File: config.mk
export PLATFORM = sky130hd
export DESIGN_NAME = ctrl_pipe
export DESIGN_NICKNAME = d
export VERILOG_FILES = /design/src/rtl/ctrl_pipe.sv
export SDC_FILE = /design/constraint.sdc
export NUM_CORES = 1
export LEC_CHECK = 0
export CAP_MARGIN = 20
export CORE_MARGIN = 8
export CORE_UTILIZATION = 51
export CTS_BUF_LIST = sky130_fd_sc_hd__clkbuf_4 sky130_fd_sc_hd__clkbuf_8 sky130_fd_sc_hd__clkbuf_16
export DETAILED_ROUTE_END_ITERATION = 8
export PLACE_DENSITY_LB_ADDON = 0.2
export SLEW_MARGIN = 40
export SYNTH_ARGS = -nofsm -noshare
export SYNTH_HDL_FRONTEND = slang
export SYNTH_SLANG_ARGS = --single-unit
export TNS_END_PERCENT = 100
File: constraint.sdc
create_clock -name clk -period 10.7 [get_ports clk]
set_input_delay 2.14 -clock clk [delete_from_list [all_inputs] [get_ports clk]]
set_output_delay 2.14 -clock clk [all_outputs]
set_load 0.03 [all_outputs]
File: src/rtl/ctrl_pipe.sv
// ctrl_pipe -- fans a start/valid/stop control stream out to CH channels,
// each delayed by 1 + d_c cycles. d_c is captured from `delay` when a frame's
// start is accepted. The whole block stalls unless every downstream channel
// is ready.
//
// Ports:
//   clk, rst        clock (rising edge) and async active-high reset
//   delay[CH*DW]    per-channel extra delay, channel c at [c*DW +: DW]
//   s_start/s_valid/s_stop, s_ready   upstream token handshake
//   m_start/m_valid/m_stop [CH]       registered per-channel delayed tokens
//   m_ready[CH]     downstream ready; block advances only when all are high
//   busy            high while a frame is in progress (state != IDLE)
//   err             sticky protocol-error flag
module ctrl_pipe #(
    parameter int CH       = 4,
    parameter int MAXDELAY = 16,
    parameter int DW       = $clog2(MAXDELAY + 1)
) (
    input  logic             clk,
    input  logic             rst,
    input  logic [CH*DW-1:0] delay,
    input  logic             s_start,
    input  logic             s_valid,
    input  logic             s_stop,
    output logic             s_ready,
    output logic [CH-1:0]    m_start,
    output logic [CH-1:0]    m_valid,
    output logic [CH-1:0]    m_stop,
    input  logic [CH-1:0]    m_ready,
    output logic             busy,
    output logic             err
);

    localparam logic [DW-1:0] DMAX = DW'(MAXDELAY);

    typedef enum logic [1:0] {IDLE, RUN, DRAIN} state_t;

    state_t        state, state_d;
    logic          adv;
    logic          load;       // start accepted: latch per-channel delays
    logic          ins;        // insert tok into the shift lines
    logic [2:0]    tok;        // {start, valid, stop}
    logic          err_set;
    logic [CH-1:0] stop_pend;  // a stop is still travelling in stages >= 1

    assign adv = &m_ready;

    // State register
    always_ff @(posedge clk or posedge rst) begin
        if (rst) state <= IDLE;
        else     state <= state_d;
    end

    // Next-state logic. Transitions only happen on advancing cycles.
    always_comb begin
        state_d = state;
        case (state)
            IDLE:  if (adv && s_start) state_d = s_stop ? DRAIN : RUN;
            RUN:   if (adv && s_stop)  state_d = DRAIN;
            // The last stop sits at stage 0 (on m_stop) once no stop remains
            // deeper in any line; leave DRAIN as it is emitted.
            DRAIN: if (adv && !(|stop_pend)) state_d = IDLE;
            default: state_d = IDLE;
        endcase
    end

    // Output / datapath control logic
    always_comb begin
        s_ready = adv && (state != DRAIN);
        busy    = (state != IDLE);
        load    = 1'b0;
        ins     = 1'b0;
        tok     = 3'b000;
        err_set = 1'b0;
        case (state)
            IDLE: if (s_ready) begin
                if (s_start) begin
                    load = 1'b1;
                    ins  = 1'b1;
                    tok  = {1'b1, s_valid, s_stop};
                end else if (s_valid || s_stop) begin
                    err_set = 1'b1;
                end
            end
            RUN: if (s_ready) begin
                // A repeated start is dropped, but valid/stop riding with it
                // still go through.
                if (s_start) err_set = 1'b1;
                if (s_valid || s_stop) begin
                    ins = 1'b1;
                    tok = {1'b0, s_valid, s_stop};
                end
            end
            default: ;
        endcase
    end

    always_ff @(posedge clk or posedge rst) begin
        if (rst)          err <= 1'b0;
        else if (err_set) err <= 1'b1;
    end

    // Per-channel shift lines. A token is inserted at stage d_c and shifts
    // toward stage 0, which is the output register. The delay is constant
    // within a frame, and a new frame cannot start before the old one has
    // drained, so tokens never collide and insertion can simply OR in.
    for (genvar c = 0; c < CH; c++) begin : gen_ch
        logic [DW-1:0]             d_q, d_cl, d_eff;
        logic [MAXDELAY:0][2:0]    line, nxt;
        logic                      sp;

        assign d_cl  = (delay[c*DW +: DW] > DMAX) ? DMAX : delay[c*DW +: DW];
        // The start token itself must use the delay being latched with it.
        assign d_eff = load ? d_cl : d_q;

        always_comb begin
            nxt = {3'b000, line[MAXDELAY:1]};
            if (ins) nxt[d_eff] = nxt[d_eff] | tok;
        end

        always_comb begin
            sp = 1'b0;
            for (int k = 1; k <= MAXDELAY; k++) sp = sp | line[k][0];
        end

        always_ff @(posedge clk or posedge rst) begin
            if (rst) begin
                line <= '0;
                d_q  <= '0;
            end else if (adv) begin
                line <= nxt;
                if (load) d_q <= d_cl;
            end
        end

        assign m_start[c]   = line[0][2];
        assign m_valid[c]   = line[0][1];
        assign m_stop[c]    = line[0][0];
        assign stop_pend[c] = sp;
    end

endmodule

==> out/qor.csv <==
stage;metric;value;unit
outcome;outcome;completed;
timing;worst_pin_slew;840;ps
power_and_ir_drop;leakagePower;6.33;nW
logic_synthesis;synthArstFlopShare;100;%
place;dp_slack;4020;ps
timing;drv_slew;0;
worst_hold_path;min_from;err$_DFFE_PP0P_;
worst_setup_path;r2r_start;state[0]$_DFFE_PP0P_;
finish;syn_to_final_growth;10.5;%
logic_synthesis;syn_nets;1657;
worst_setup_path;crit_path_start_kind;input port;
logic_synthesis;syn_area_per_cell;8.55;sq um
logic_synthesis;yosys_most_used_dff;dfrtp_1;
worst_setup_path;critical_path_class;input port to register;
timing;fin_setup_tns;0;ps
worst_hold_path;hold_class;register to register;
place;place_area;0.0145;sq mm
cts;clk_pin_slew;60;ps
die;core;0.0269;sq mm
logic_synthesis;syn-instance-count;1628;
finish;diodes;0;
power_and_ir_drop;vdd_drop_max;120;uV
logic_synthesis;yosys.cell_types.count;82;
drt;drt_pass1_iterations;6;
global_route;grt_pass1_wl;69000;microns
logic_synthesis;yosys.area.top_type;dfrtp_1;
drt;post_drt_via_cell_ratio;6.63;
global_route;antenna_found_initial;0;
die;fp.dieArea;0.0328;sq mm
die;row_count;60;
finish;final_common_cell;nand2_1;
global_route;grt_pass1_vias;12400;
logic_synthesis;synth_mux_area_share;6.23;%
logic_synthesis;ys_seq_elements;227;
worst_setup_path;cp.arrival;6580;ps
timing;max-slew-margin-rel;43.5;%
die;die_width;181;microns
logic_synthesis;synthAdderAreaFrac;0;%
finish;drive_gt1_share;8.87;%
logic_synthesis;yosysTopAreaCellShare;40.8;%
finish;finish.instance_area;0.0154;sq mm
run;drv_cap;0;
cts;numCtsBuffers;26;
timing;hold_ws;464;ps
global_route;grt-ovfl-total;0;
place;portBuffers;43;
drt;post_drt_wl_per_cell;21.7;microns
cts;cts_setup_buffers;0;
place;hpwl;29400;microns
finish;nNetsFinal;1633;
logic_synthesis;ys_warn_count;0;
global_route;grt_max_degree;112;
drt;vias;13000;
die;initial_core_util;51.8;%
cts;cts-hold-fix-buffers;0;
cts;clock_path_buffers;3;
die;num_io_pins;44;
logic_synthesis;synth-xor-area-share;0;%
global_route;grt_usage;25.4;%
logic_synthesis;synth_top_family_by_area;compound AO/OA/AOI/OAI gates;
timing;final.setup.worst_slack;4580;ps
logic_synthesis;synth.yosys.seq_area_share;40.8;%
logic_synthesis;synth_compound_area_share;24.1;%
logic_synthesis;synth-simple-area-share;24.0;%
worst_setup_path;crit_fanout;31;
logic_synthesis;synth_edf_count;0;
logic_synthesis;synth_area_leaders;dfrtp_1, nand2_1, o21ai_0;
cts;cts_tree;yes;
timing;setup_viol;0;
timing;skew;11.6;ps
drt;drt_iter0_drc;1561;
die;die_y;181;microns
worst_setup_path;critPathRequiredTime;11160;ps
worst_setup_path;end_kind;register;
timing;finalCritPeriodShare;57.2;%
drt;drt_wl_total;42600;microns
timing;hold_viol;0;
drt;drc;0;
timing;post-route-min-period;6120;ps
timing;max_freq;163;MHz
cts;cts.sinks;227;
logic_synthesis;synth_area;0.0139;sq mm
cts;root_buffer;clkbuf_16;
worst_setup_path;crit_start;s_start;
cts;post_cts_resized;0;
finish;final_cell_mix;nand2_1, dfrtp_1, o21ai_0;
cts;htree_levels;1;
cts;clock_latency;550;ps
place;gp_congestion;0.934;
drt;detail-route-antenna-nets;0;
power_and_ir_drop;powerDensity;145;mW/mm^2
finish;fin_util;57.2;%
timing;rsz0062_at_grt;false;
## critical path, cell delays in order
cell,delay [ps]
clkdlybuf4s50_1,590
nor3b_4,430
buf_4,300
buf_4,330
nand2_2,450
buf_4,420
a31oi_2,540
o221ai_1,220
o22ai_1,670
nor3_1,270
a21oi_1,190
## per-layer routing
layer / GRT usage, % / vias to the layer above / share of wire [%]
met5: 0 / - / 0
met4: 9.68 / 0 / 3.3
met3: 4.65 / 104 / 7.7
met2: 38.8 / 602 / 45
met1: 35.4 / 6308 / 44
li1: - / 5998 / -
## through the flow
stage | total power, W | cells
finish | 0.00223 | 1964
global route | 0.00231 | 1964
CTS | 0.00224 | 1963
detailed placement | 0.00133 | 1916
global placement | 0.00132 | 1911
floorplan | 0.00122 | 1628
## registers in the layout, indices dropped and copies added (netlist names)
register     count
m_valid          4
m_start          4
m_stop           4
gen_ch.d_q      20
err              1
state            2
gen_ch.line    192
## power breakdown
part	internal, W	switching (W)	leakage [nW]
registers	0.000929	0.0000895	3.05
clock network	0.000533	0.000367	0.442
logic	0.000118	0.000190	2.84
total	0.00158	0.000646	6.33
## logic make-up (layout without fill, tap and decap cells)
kind of cell | after synthesis | count (layout)
compound gates | 514 | 514
flops | 227 | 227
mux | 82 | 82
simple gates | 658 | 658
buf+inv | 147 | 142
## area by class of cell
class	count	area [sq um]
multi-input combinational	1254	7660
fill	2419	11500
tap	341	427
sequential	227	5680
clock inverter	5	25.0
inverter	30	125
timing repair buffer	65	627
clock buffer	42	838
## final timing paths
check / cells past startpoint / endpoint / slack [ps]
setup / recovery: 11 / gen_ch[3].line[45]$_DFFE_PP0P_ / 4580
setup reg to reg: 10 / gen_ch[3].line[45]$_DFFE_PP0P_ / 6230
hold reg to reg: 2 / err$_DFFE_PP0P_ / 460
hold / removal: 2 / err$_DFFE_PP0P_ / 460
min in group asynchronous: 2 / gen_ch[3].line[7]$_DFFE_PP0P_ / 2050
max in group asynchronous: 3 / gen_ch[3].line[48]$_DFFE_PP0P_ / 7520
## cell usage after synthesis (17+ instances only)
cell	number
a21oi_1	54
nor4_1	29
and3_1	20
nor2_1	79
nand3_1	46
dfrtp_1	227
nor3b_1	17
a21o_1	18
buf_2	29
nand2_1	259
o211ai_1	34
a211oi_1	21
nor3_1	70
mux2i_1	72
nand2b_1	34
nand4_1	26
a31oi_1	26
inv_1	28
o22ai_1	30
o21ai_0	186
clkbuf_1	62
Note: power is estimated with default switching activity, not from simulation.
